<file path="src/rtl/order_book_pt.sv">
// rtl/order_book_pt.sv - price-time-priority limit order book with ML circuit breaker
module order_book_pt #(
    parameter int DEPTH   = 8,
    parameter int PRICE_W = 7,
    parameter int QTY_W   = 4
) (
    input  logic                       clk,
    input  logic                       rst_n,
    input  logic                       i_in_valid,
    input  logic                       i_in_side,
    input  logic [PRICE_W-1:0]         i_in_price,
    input  logic [QTY_W-1:0]           i_in_qty,
    output logic                       o_in_ready,
    input  logic [1:0]                 i_cb_mode,
    input  logic [7:0]                 i_cb_param,
    input  logic                       i_cb_load,
    output logic                       o_match_valid,
    output logic [PRICE_W-1:0]         o_match_price,
    output logic [QTY_W-1:0]           o_match_qty,
    output logic                       o_reject,
    output logic [$clog2(DEPTH+1)-1:0] o_bid_count,
    output logic [$clog2(DEPTH+1)-1:0] o_ask_count,
    output logic                       o_cb_active,
    output logic [1:0]                 o_cb_state
);
    localparam int IW = (DEPTH > 1) ? $clog2(DEPTH) : 1;
    localparam int CW = $clog2(DEPTH + 1);

    typedef enum logic [1:0] {
        CB_NORMAL   = 2'b00,
        CB_THROTTLE = 2'b01,
        CB_WIDEN    = 2'b10,
        CB_PAUSE    = 2'b11
    } cb_state_t;

    // Circuit breaker state; only the upper nibble of the ML parameter is needed after load
    cb_state_t        r_cb_state;
    logic [3:0]       r_cb_param_hi;
    logic [8:0]       r_cb_cnt;
    logic [3:0]       r_thr_cnt;

    // Resting book, one array set per side
    logic [DEPTH-1:0]   r_bid_v;
    logic [PRICE_W-1:0] r_bid_px  [DEPTH];
    logic [QTY_W-1:0]   r_bid_qty [DEPTH];
    logic [3:0]         r_bid_age [DEPTH];
    logic [DEPTH-1:0]   r_ask_v;
    logic [PRICE_W-1:0] r_ask_px  [DEPTH];
    logic [QTY_W-1:0]   r_ask_qty [DEPTH];
    logic [3:0]         r_ask_age [DEPTH];

    logic               r_match_valid;
    logic [PRICE_W-1:0] r_match_price;
    logic [QTY_W-1:0]   r_match_qty;
    logic               r_reject;

    logic               w_bb_found, w_ba_found;
    logic [IW-1:0]      w_bb_idx, w_ba_idx;
    logic               w_bid_full, w_ask_full;
    logic [IW-1:0]      w_bid_free, w_ask_free;
    logic [CW-1:0]      w_bid_cnt, w_ask_cnt;
    logic               w_accept, w_drop, w_ins_bid, w_ins_ask, w_side_full;
    logic [2:0]         w_guard;
    logic [PRICE_W:0]   w_ask_lim;
    logic               w_cross, w_fill;
    logic [QTY_W-1:0]   w_fill_qty;

    assign o_in_ready = (r_cb_state != CB_PAUSE) &&
                        ((r_cb_state != CB_THROTTLE) || (r_thr_cnt == 4'd0));

    // Best bid: highest price, then oldest, then lowest slot
    always_comb begin
        w_bb_found = 1'b0;
        w_bb_idx   = '0;
        for (int i = 0; i < DEPTH; i++) begin
            if (r_bid_v[i]) begin
                if (!w_bb_found || (r_bid_px[i] > r_bid_px[w_bb_idx]) ||
                    ((r_bid_px[i] == r_bid_px[w_bb_idx]) && (r_bid_age[i] > r_bid_age[w_bb_idx]))) begin
                    w_bb_found = 1'b1;
                    w_bb_idx   = IW'(i);
                end
            end
        end
    end

    // Best ask: lowest price, then oldest, then lowest slot
    always_comb begin
        w_ba_found = 1'b0;
        w_ba_idx   = '0;
        for (int i = 0; i < DEPTH; i++) begin
            if (r_ask_v[i]) begin
                if (!w_ba_found || (r_ask_px[i] < r_ask_px[w_ba_idx]) ||
                    ((r_ask_px[i] == r_ask_px[w_ba_idx]) && (r_ask_age[i] > r_ask_age[w_ba_idx]))) begin
                    w_ba_found = 1'b1;
                    w_ba_idx   = IW'(i);
                end
            end
        end
    end

    // Lowest free slot and live count per side, from the registered book
    always_comb begin
        w_bid_full = 1'b1;
        w_ask_full = 1'b1;
        w_bid_free = '0;
        w_ask_free = '0;
        w_bid_cnt  = '0;
        w_ask_cnt  = '0;
        for (int i = DEPTH - 1; i >= 0; i--) begin
            if (!r_bid_v[i]) begin
                w_bid_full = 1'b0;
                w_bid_free = IW'(i);
            end
            if (!r_ask_v[i]) begin
                w_ask_full = 1'b0;
                w_ask_free = IW'(i);
            end
            w_bid_cnt = w_bid_cnt + CW'(r_bid_v[i]);
            w_ask_cnt = w_ask_cnt + CW'(r_ask_v[i]);
        end
    end

    assign w_accept    = i_in_valid && o_in_ready;
    assign w_side_full = i_in_side ? w_ask_full : w_bid_full;
    assign w_drop      = w_accept && ((i_in_qty == '0) || w_side_full);
    assign w_ins_bid   = w_accept && !w_drop && !i_in_side;
    assign w_ins_ask   = w_accept && !w_drop && i_in_side;

    // Crossing test is one bit wider than the price so ask+guard never wraps
    assign w_guard    = (r_cb_state == CB_WIDEN) ? r_cb_param_hi[3:1] : 3'd0;
    assign w_ask_lim  = {1'b0, r_ask_px[w_ba_idx]} + {{(PRICE_W-2){1'b0}}, w_guard};
    assign w_cross    = w_bb_found && w_ba_found && ({1'b0, r_bid_px[w_bb_idx]} >= w_ask_lim);
    assign w_fill     = w_cross && (r_cb_state != CB_PAUSE);
    assign w_fill_qty = (r_bid_qty[w_bb_idx] < r_ask_qty[w_ba_idx]) ?
                        r_bid_qty[w_bb_idx] : r_ask_qty[w_ba_idx];

    // Book update: ageing, fill decrement/free, and insert into a slot that was free before the edge
    always_ff @(posedge clk or negedge rst_n) begin
        if (!rst_n) begin
            r_bid_v <= '0;
            r_ask_v <= '0;
            for (int i = 0; i < DEPTH; i++) begin
                r_bid_px[i]  <= '0;
                r_bid_qty[i] <= '0;
                r_bid_age[i] <= '0;
                r_ask_px[i]  <= '0;
                r_ask_qty[i] <= '0;
                r_ask_age[i] <= '0;
            end
        end else begin
            if (r_cb_state != CB_PAUSE) begin
                for (int i = 0; i < DEPTH; i++) begin
                    if (r_bid_age[i] != 4'hF) r_bid_age[i] <= r_bid_age[i] + 4'd1;
                    if (r_ask_age[i] != 4'hF) r_ask_age[i] <= r_ask_age[i] + 4'd1;
                end
            end
            if (w_fill) begin
                r_bid_qty[w_bb_idx] <= r_bid_qty[w_bb_idx] - w_fill_qty;
                r_ask_qty[w_ba_idx] <= r_ask_qty[w_ba_idx] - w_fill_qty;
                if (r_bid_qty[w_bb_idx] == w_fill_qty) r_bid_v[w_bb_idx] <= 1'b0;
                if (r_ask_qty[w_ba_idx] == w_fill_qty) r_ask_v[w_ba_idx] <= 1'b0;
            end
            if (w_ins_bid) begin
                r_bid_v[w_bid_free]   <= 1'b1;
                r_bid_px[w_bid_free]  <= i_in_price;
                r_bid_qty[w_bid_free] <= i_in_qty;
                r_bid_age[w_bid_free] <= 4'd0;
            end
            if (w_ins_ask) begin
                r_ask_v[w_ask_free]   <= 1'b1;
                r_ask_px[w_ask_free]  <= i_in_price;
                r_ask_qty[w_ask_free] <= i_in_qty;
                r_ask_age[w_ask_free] <= 4'd0;
            end
        end
    end

    // Registered fill and reject pulses
    always_ff @(posedge clk or negedge rst_n) begin
        if (!rst_n) begin
            r_match_valid <= 1'b0;
            r_match_price <= '0;
            r_match_qty   <= '0;
            r_reject      <= 1'b0;
        end else begin
            r_match_valid <= w_fill;
            r_match_price <= w_fill ? r_ask_px[w_ba_idx] : '0;
            r_match_qty   <= w_fill ? w_fill_qty : '0;
            r_reject      <= w_drop;
        end
    end

    // Circuit breaker: load overrides everything, otherwise count down and self-heal to NORMAL
    always_ff @(posedge clk or negedge rst_n) begin
        if (!rst_n) begin
            r_cb_state    <= CB_NORMAL;
            r_cb_param_hi <= '0;
            r_cb_cnt      <= '0;
            r_thr_cnt     <= '0;
        end else if (i_cb_load) begin
            r_cb_state    <= cb_state_t'(i_cb_mode);
            r_cb_param_hi <= i_cb_param[7:4];
            r_thr_cnt     <= '0;
            case (cb_state_t'(i_cb_mode))
                CB_NORMAL: r_cb_cnt <= '0;
                CB_PAUSE:  r_cb_cnt <= {i_cb_param, 1'b0};
                default:   r_cb_cnt <= {1'b0, i_cb_param};
            endcase
        end else if (r_cb_state != CB_NORMAL) begin
            if (r_cb_state == CB_THROTTLE)
                r_thr_cnt <= (r_thr_cnt == r_cb_param_hi) ? 4'd0 : r_thr_cnt + 4'd1;
            if (r_cb_cnt != '0) begin
                r_cb_cnt <= r_cb_cnt - 9'd1;
            end else begin
                r_cb_state <= CB_NORMAL;
                r_thr_cnt  <= '0;
            end
        end
    end

    assign o_match_valid = r_match_valid;
    assign o_match_price = r_match_price;
    assign o_match_qty   = r_match_qty;
    assign o_reject      = r_reject;
    assign o_bid_count   = w_bid_cnt;
    assign o_ask_count   = w_ask_cnt;
    assign o_cb_state    = r_cb_state;
    assign o_cb_active   = (r_cb_state != CB_NORMAL);

endmodule

</file>
<file path="config.mk">
export PLATFORM = sky130hd
export DESIGN_NAME = order_book_pt
export DESIGN_NICKNAME = d
export VERILOG_FILES = /design/src/rtl/order_book_pt.sv
export SDC_FILE = /design/constraint.sdc
export NUM_CORES = 1
export LEC_CHECK = 0
export CAP_MARGIN = 10
export CORE_UTILIZATION = 58
export DETAILED_ROUTE_END_ITERATION = 8
export PLACE_DENSITY = 0.82
export SETUP_SLACK_MARGIN = 0.4
export SYNTH_ARGS = -nofsm -noshare
export SYNTH_HDL_FRONTEND = slang
export SYNTH_SLANG_ARGS = --single-unit
</file>
<file path="constraint.sdc">
create_clock -name clk -period 19.2 [get_ports clk]
set_input_delay 1.92 -clock clk [delete_from_list [all_inputs] [get_ports clk]]
set_output_delay 1.92 -clock clk [all_outputs]
set_load 0.1 [all_outputs]
</file>
==> flow_summary.yaml, run 1 <==
detailed_routing:
  dr_wl_met3_um: 10500
  drtIter0Drc: 2549
  met2_length_um: 35700
  wire_per_inst_um: 25.8
  vias: 22400
  postRouteAntennaNets: 0
  vias_per_cell: 6.85
  wl_um: 84200
  drcViolationCount: 0
  wl_met1_um: 34500
  top_layer: "met5"
  first_pass_iters: 6
global_route:
  antenna_found_initial: 3
  grt_pass1_wl_um: 126000
  grt_max_degree: 107
  grt_pass1_vias: 21300
  grt-ovfl-total: 0
  track_usage_pct: 42.5
place:
  pre_cts_slack_ns: 0.0455
  dpl_cell_area_um2: 23600
  place_congestion: 1.04
  io_buffer_count: 50
  place_hpwl_um: 62300
worst_hold_path:
  hp-class: "reg -> reg"
logic_synthesis:
  ys.flop_type: "dfrtp_1"
  async_flop_share_pct: 100
  syn_area_per_cell_um2: 8.34
  synth-edff-count: 0
  synth_mux_area_share_pct: 7.35
  ys_seq_area_share_pct: 32.1
  ys_warn_count: 0
  synthSimpleGateAreaFrac_pct: 19.4
  syn_inst: 2692
  synth_top_family_by_area: "compound AO/OA/AOI/OAI gates"
  synth_nets: 2932
  netlist_area_um2: 22400
  synth_seq_cells: 288
  synthXorXnorAreaFrac_pct: 1.59
  synth-adder-area-share_pct: 12.2
  synth_compound_area_share_pct: 22.4
  yosysUniqueCellTypes: 103
clock_tree:
  clk_pin_slew_worst_paths_ns: 0.06
  cts_sinks: 288
  numCtsBuffers: 35
  clk_path_buf_depth: 3
  clk-insertion-delay-late_ns: 0.56
  cts_tree: "built"
  h-tree-depth: 2
  cts_root_buffer: "clkbuf_16"
sta:
  setup_viol: 0
  hold_viol: 0
  max_slew_margin_pct: 2.88
  min_period_ns: 18.34
  skew_ns: 0.0250
  finalCritPeriodShare_pct: 95.5
  worstMarginPinSlew_ns: 1.44
  grt_setup_unrepaired: "false"
  slew_viol_final: 0
  timing.setup.tns_ns: 0
  max_freq_mhz: 54.5
  layout_setup_ws_ns: 0.860
floorplan:
  coreArea_um2: 37800
  die_x_um: 199
  rows: 71
  die_area_um2: 39500
  fp.dieH_um: 199
  initial_utilization_pct: 59.3
  io_pins: 51
worst_setup_path:
  cp.arrival_ns: 18.76
  cp_max_fo: 20
  worst_ep_required_time_ns: 19.62
  cp_slowest_cell: "dfrtp_1"
  critPathKind: "reg -> reg"
  worstSetupEndpointType: "register"
  start_kind: "register"
  crit_top_cell: "ha_1"
  cpPeakStageDelay_ns: 0.52
finish:
  fin_nets: 2970
  stdcell_area_um2: 25200
  diodes: 0
  drive_above_1_share_pct: 11.6
  area_growth_pct: 12.2
outcome:
  run_status: "finished, final reports clean"
flow_run:
  maxCapViolCount: 0
## cell usage in the layout, fill, tap and decap left out, types with 8 or more instances in the layout
| cell | instances |
|---|---|
| nand2_1 | 411 |
| dfrtp_1 | 285 |
| nor2_1 | 217 |
| ha_1 | 205 |
| a21oi_1 | 201 |
| o21ai_0 | 162 |
| inv_1 | 125 |
| mux2i_1 | 100 |
| buf_4 | 83 |
| nor3_1 | 71 |
| mux2_2 | 54 |
| a211oi_1 | 53 |
| o21ai_1 | 53 |
| clkdlybuf4s50_1 | 49 |
| nand3_1 | 48 |
| a31oi_1 | 45 |
| clkbuf_16 | 36 |
| nand4_1 | 34 |
| o211ai_1 | 34 |
| nor2b_1 | 24 |
| a21o_1 | 24 |
| xnor2_1 | 24 |
| o22ai_1 | 22 |
| and2_1 | 21 |
| and3_1 | 15 |
| a221o_1 | 13 |
| a221oi_1 | 13 |
| xor2_1 | 13 |
| nand2b_1 | 12 |
| a22oi_1 | 11 |
| o21a_1 | 10 |
| nand3b_1 | 9 |
| nor4_1 | 9 |
| nor2_2 | 9 |
| and3b_1 | 9 |
| fa_1 | 9 |
| a211o_1 | 8 |
| o221ai_1 | 8 |
## metal layers
layer | vias to the layer above | GRT usage (%)
met5 | - | 0
met4 | 4 | 17.3
met3 | 262 | 10.2
met2 | 1478 | 63.1
met1 | 10800 | 59.0
li1 | 9811 | -
## stage by stage
step | utilization [%] | std cells | hold WS, ns
5_1_grt | 66.5 | 3267 | 0.568
6_report | 66.5 | 3267 | 0.539
3_5_place_dp | 62.5 | 3185 | 0.529
3_3_place_gp | 62.5 | 3185 | 0.516
4_1_cts | 65.6 | 3248 | 0.541
2_1_floorplan | - | 2692 | 0.496
## worst paths after layout
check | start | endpoint | slack [ns] | depth (start not counted)
max | r_bid_px[48]$_DFFE_PN0P_ | r_ask_qty[31]$_DFF_PN0_ | 0.86 | 83
min | r_cb_cnt[8]$_DFFE_PN0P_ | r_cb_cnt[8]$_DFFE_PN0P_ | 0.54 | 2
max reg2reg | r_bid_px[48]$_DFFE_PN0P_ | r_ask_qty[31]$_DFF_PN0_ | 0.86 | 83
min reg2reg | r_cb_cnt[8]$_DFFE_PN0P_ | r_cb_cnt[8]$_DFFE_PN0P_ | 0.54 | 2
max in group asynchronous | rst_n | r_bid_px[46]$_DFFE_PN0P_ | 15.85 | 3
min in group asynchronous | rst_n | r_ask_age[12]$_DFF_PN0_ | 1.36 | 1
## cells by family (layout without fill, tap and decap cells)
logic type	count (synthesis)	count (layout)
fa+ha+maj	214	214
simple gates	947	947
buf+inv	277	338
xor+xnor	39	39
flops	288	288
mux	158	158
compound gates	769	772
## synthesized netlist by cell type, types with 21 or more instances
| master | instances | share of area (%) |
|---|---|---|
| nor2_1 | 226 | 3.8 |
| xnor2_1 | 24 | 0.94 |
| a21oi_1 | 206 | 4.6 |
| a211oi_1 | 59 | 2.0 |
| nand3_1 | 49 | 1.1 |
| o21ai_1 | 50 | 1.1 |
| inv_1 | 126 | 2.1 |
| and2_1 | 21 | 0.59 |
| nand4_1 | 34 | 0.95 |
| nor3_1 | 73 | 1.6 |
| clkbuf_1 | 109 | 1.8 |
| mux2_2 | 54 | 2.7 |
| o211ai_1 | 34 | 1.1 |
| a31oi_1 | 45 | 1.3 |
| a21o_1 | 24 | 0.80 |
| o22ai_1 | 22 | 0.61 |
| ha_1 | 205 | 11 |
| nand2_1 | 415 | 6.9 |
| mux2i_1 | 104 | 4.6 |
| o21ai_0 | 166 | 3.7 |
| dfrtp_1 | 288 | 32 |
| nor2b_1 | 24 | 0.67 |
## state kept, by name, summed over array words and instances (netlist names), 7 cells and up
register,cells
o_match_price,7
r_ask_age,32
r_ask_px,56
r_ask_qty,32
r_ask_v,8
r_bid_age,32
r_bid_px,56
r_bid_qty,32
r_bid_v,8
r_cb_cnt,9
## final cells by class
cell class	instances	area, µm²
flip-flops and latches	288	7210
repair buffers	141	1240
fillers	3091	12700
well taps	511	639
inverters	134	510
clock inverters	13	175
clock buffers	50	1020
multi-input cells	2130	14400
## critical path, delay by kind of cell (launching register included)
family          cells  cell delay, ns
mux                 4            0.92
simple gates       25            4.04
compound gates     34            7.75
buf+inv            10            1.86
xor+xnor            1            0.17
flops               1            0.52
fa+ha+maj           9            2.87
## what timing repair did
| action | CTS | global route |
|---|---|---|
| buffers inserted | 0 | 14 |
| resized for setup | 2 | 51 |
| gates cloned | 0 | 5 |
| endpoints found under the setup margin | 20 | 92 |
| hold buffers | 0 | 0 |
| pin swaps | 0 | 7 |
Power of run 1 is left out: the tool's default activity adds up to more than one toggle a clock period on the data nets, which glitch-free logic cannot reach.
==> run 2, diff against run 1 <==
- CORE_MARGIN: not set -> 4
==> run 2 against run 1 <==
Against the previous run:
- fmax grew 1.4%
- design area is essentially flat
- wire length is 2.4% lower
- flip-flop and latch count is the same
- sequential share of layout area is essentially flat
- die area is 6.1% higher
- global-route usage down 4.1 points
- count of clock-buffer cells in the layout is 4 lower
- utilization shrank 0.22 points
- first-iteration DRC count down 8.0%
- non-clock buffer count unchanged
==> flow_summary.yaml, run 2 (synthesized netlist as in run 1, its figures left out) <==
outcome:
  run_status: "finished, final reports clean"
worst_setup_path:
  path_delay_family: "compound AO/OA/AOI/OAI gates"
  cp_slowest_cell: "nor2_1"
  crit_buf_inv: 9
  cp.arrival_ns: 18.48
  cpPeakStageDelay_ns: 0.75
  worst_ep_required_time_ns: 19.60
  reg2reg_from: "r_ask_age[29]$_DFF_PN0_"
  critPathKind: "reg -> reg"
  start_kind: "register"
  regToRegSetupSlack_ns: 1.12
  rr_worst_depth: 77
  crit_top_cell: "ha_1"
  regToRegEndpoint: "r_ask_qty[18]$_DFF_PN0_"
  cp_max_fo: 25
  worstSetupEndpointType: "register"
global_route:
  grt_pass1_vias: 21300
  grtUsageMet1_pct: 56.4
  use_met2_pct: 56.2
  grt_max_degree: 80
  grt-ovfl-total: 0
  busiest_layer: "met1"
  track_usage_pct: 38.4
  gr-usage-met3_pct: 8.23
  grt_pass1_wl_um: 125000
  antenna_found_initial: 0
floorplan:
  die_area_um2: 41900
  coreArea_um2: 37900
  fp.dieH_um: 205
  die_x_um: 205
  rows: 71
  initial_utilization_pct: 59.2
  io_pins: 51
clock_tree:
  hold_buffers: 0
  cts_tree: "built"
  clk-insertion-delay-late_ns: 0.56
  cts_root_buffer: "clkbuf_16"
  numCtsBuffers: 35
  cts_sinks: 288
  h-tree-depth: 2
  clk_pin_slew_worst_paths_ns: 0.06
  clk_path_buf_depth: 3
place:
  place_hpwl_um: 61000
  dpl_cell_area_um2: 23600
  place_congestion: 1.03
  pre_cts_slack_ns: 0.0354
  io_buffer_count: 50
sta:
  max_slew_margin_pct: 21.7
  slew_viol_final: 0
  finalCritPeriodShare_pct: 94.2
  min_period_ns: 18.08
  timing.setup.tns_ns: 0
  max_freq_mhz: 55.3
  worstMarginPinSlew_ns: 1.17
  hold_viol: 0
  skew_ns: 0.0272
  layout_setup_ws_ns: 1.12
  grt_setup_unrepaired: "true"
  setup_viol: 0
detailed_routing:
  postRouteAntennaNets: 0
  wire_per_inst_um: 25.2
  wl_um: 82200
  vias_per_cell: 6.75
  drtIter0Drc: 2345
  first_pass_iters: 6
  vias: 22000
  drcViolationCount: 0
finish:
  final_common_cell: "nand2_1"
  fin_nets: 2968
  reg_top3: "r_ask_px: 56 flops, r_bid_px: 56 flops"
  final_cell_mix: "nand2_1, dfrtp_1, nor2_1"
  area_growth_pct: 12.1
  stdcell_area_um2: 25200
  diodes: 0
  drive_above_1_share_pct: 11.5
  final.fill_count: 3138
worst_hold_path:
  hold_depth: 2
  hold_end: "r_cb_cnt[8]$_DFFE_PN0P_"
  hp-class: "reg -> reg"
  hp-start: "r_cb_cnt[8]$_DFFE_PN0P_"
flow_run:
  maxCapViolCount: 0
run 2: changes by cell type in the layout (fill, tap and decap cells not counted), sizes merged:
cell / before / now
a221oi: 21 / 20
clkbuf: 50 / 46
clkinv: 8 / 9
clkinvlp: 2 / 1
o31ai: 9 / 8
run 2: worst max path at each step:
stage	depth (start not counted)	endpoint	start	slack (ns)
after detailed placement	87	r_ask_qty[15]$_DFF_PN0_	r_bid_px[52]$_DFFE_PN0P_	0.04
after floorplan	91	r_ask_qty[15]$_DFF_PN0_	r_bid_px[46]$_DFFE_PN0P_	1.17
after global routing	92	r_ask_qty[11]$_DFF_PN0_	r_bid_px[55]$_DFFE_PN0P_	0.25
after CTS	86	r_ask_qty[11]$_DFF_PN0_	r_bid_px[52]$_DFFE_PN0P_	0.41
after global placement	86	r_ask_qty[15]$_DFF_PN0_	r_bid_px[52]$_DFFE_PN0P_	0.12
final	77	r_ask_qty[18]$_DFF_PN0_	r_ask_age[29]$_DFF_PN0_	1.12
run 2: worst reg2reg max path, delay by kind of cell, from the launching register on:
kind	cells	cell delay [ns]
buf+inv	9	1.53
fa+ha+maj	10	2.95
flops	1	0.46
mux	3	0.80
xor+xnor	1	0.10
simple gates	22	4.50
compound gates	32	7.56
run 2: per-stage QoR:
| stage | cells | utilization (%) | hold slack, ns |
|---|---|---|---|
| finish | 3261 | 66.3 | 0.543 |
| floorplan | 2692 | - | 0.496 |
| detailed placement | 3179 | 62.1 | 0.525 |
| global route | 3261 | 66.3 | 0.557 |
| CTS | 3241 | 65.2 | 0.537 |
| global placement | 3179 | 62.1 | 0.516 |
run 2: layout make-up:
class	instances	area (µm²)	area share [%]
clock inverters	13	154	0.612
inverters	134	508	2.02
well taps	511	639	2.54
flip-flops and latches	288	7210	28.7
multi-input cells	2128	14400	57.4
repair buffers	141	1230	4.88
clock buffers	46	977	3.88
run 2: repair_timing:
item / in CTS / in global routing
cloned: 0 / 3
pin swaps: 2 / 9
setup buffers: 3 / 17
setup endpoints to repair: 30 / 92
gates resized for setup: 4 / 60
endpoints found under the hold margin: 0 / 0
run 2: per-layer routing:
| layer | wire (µm) | vias up |
|---|---|---|
| met4 | 3350 | 0 |
| li1 | - | 9785 |
| met1 | 34300 | 10600 |
| met5 | 0 | - |
| met2 | 34500 | 1362 |
| met3 | 9990 | 253 |
Power of run 2 is left out for the same reason.
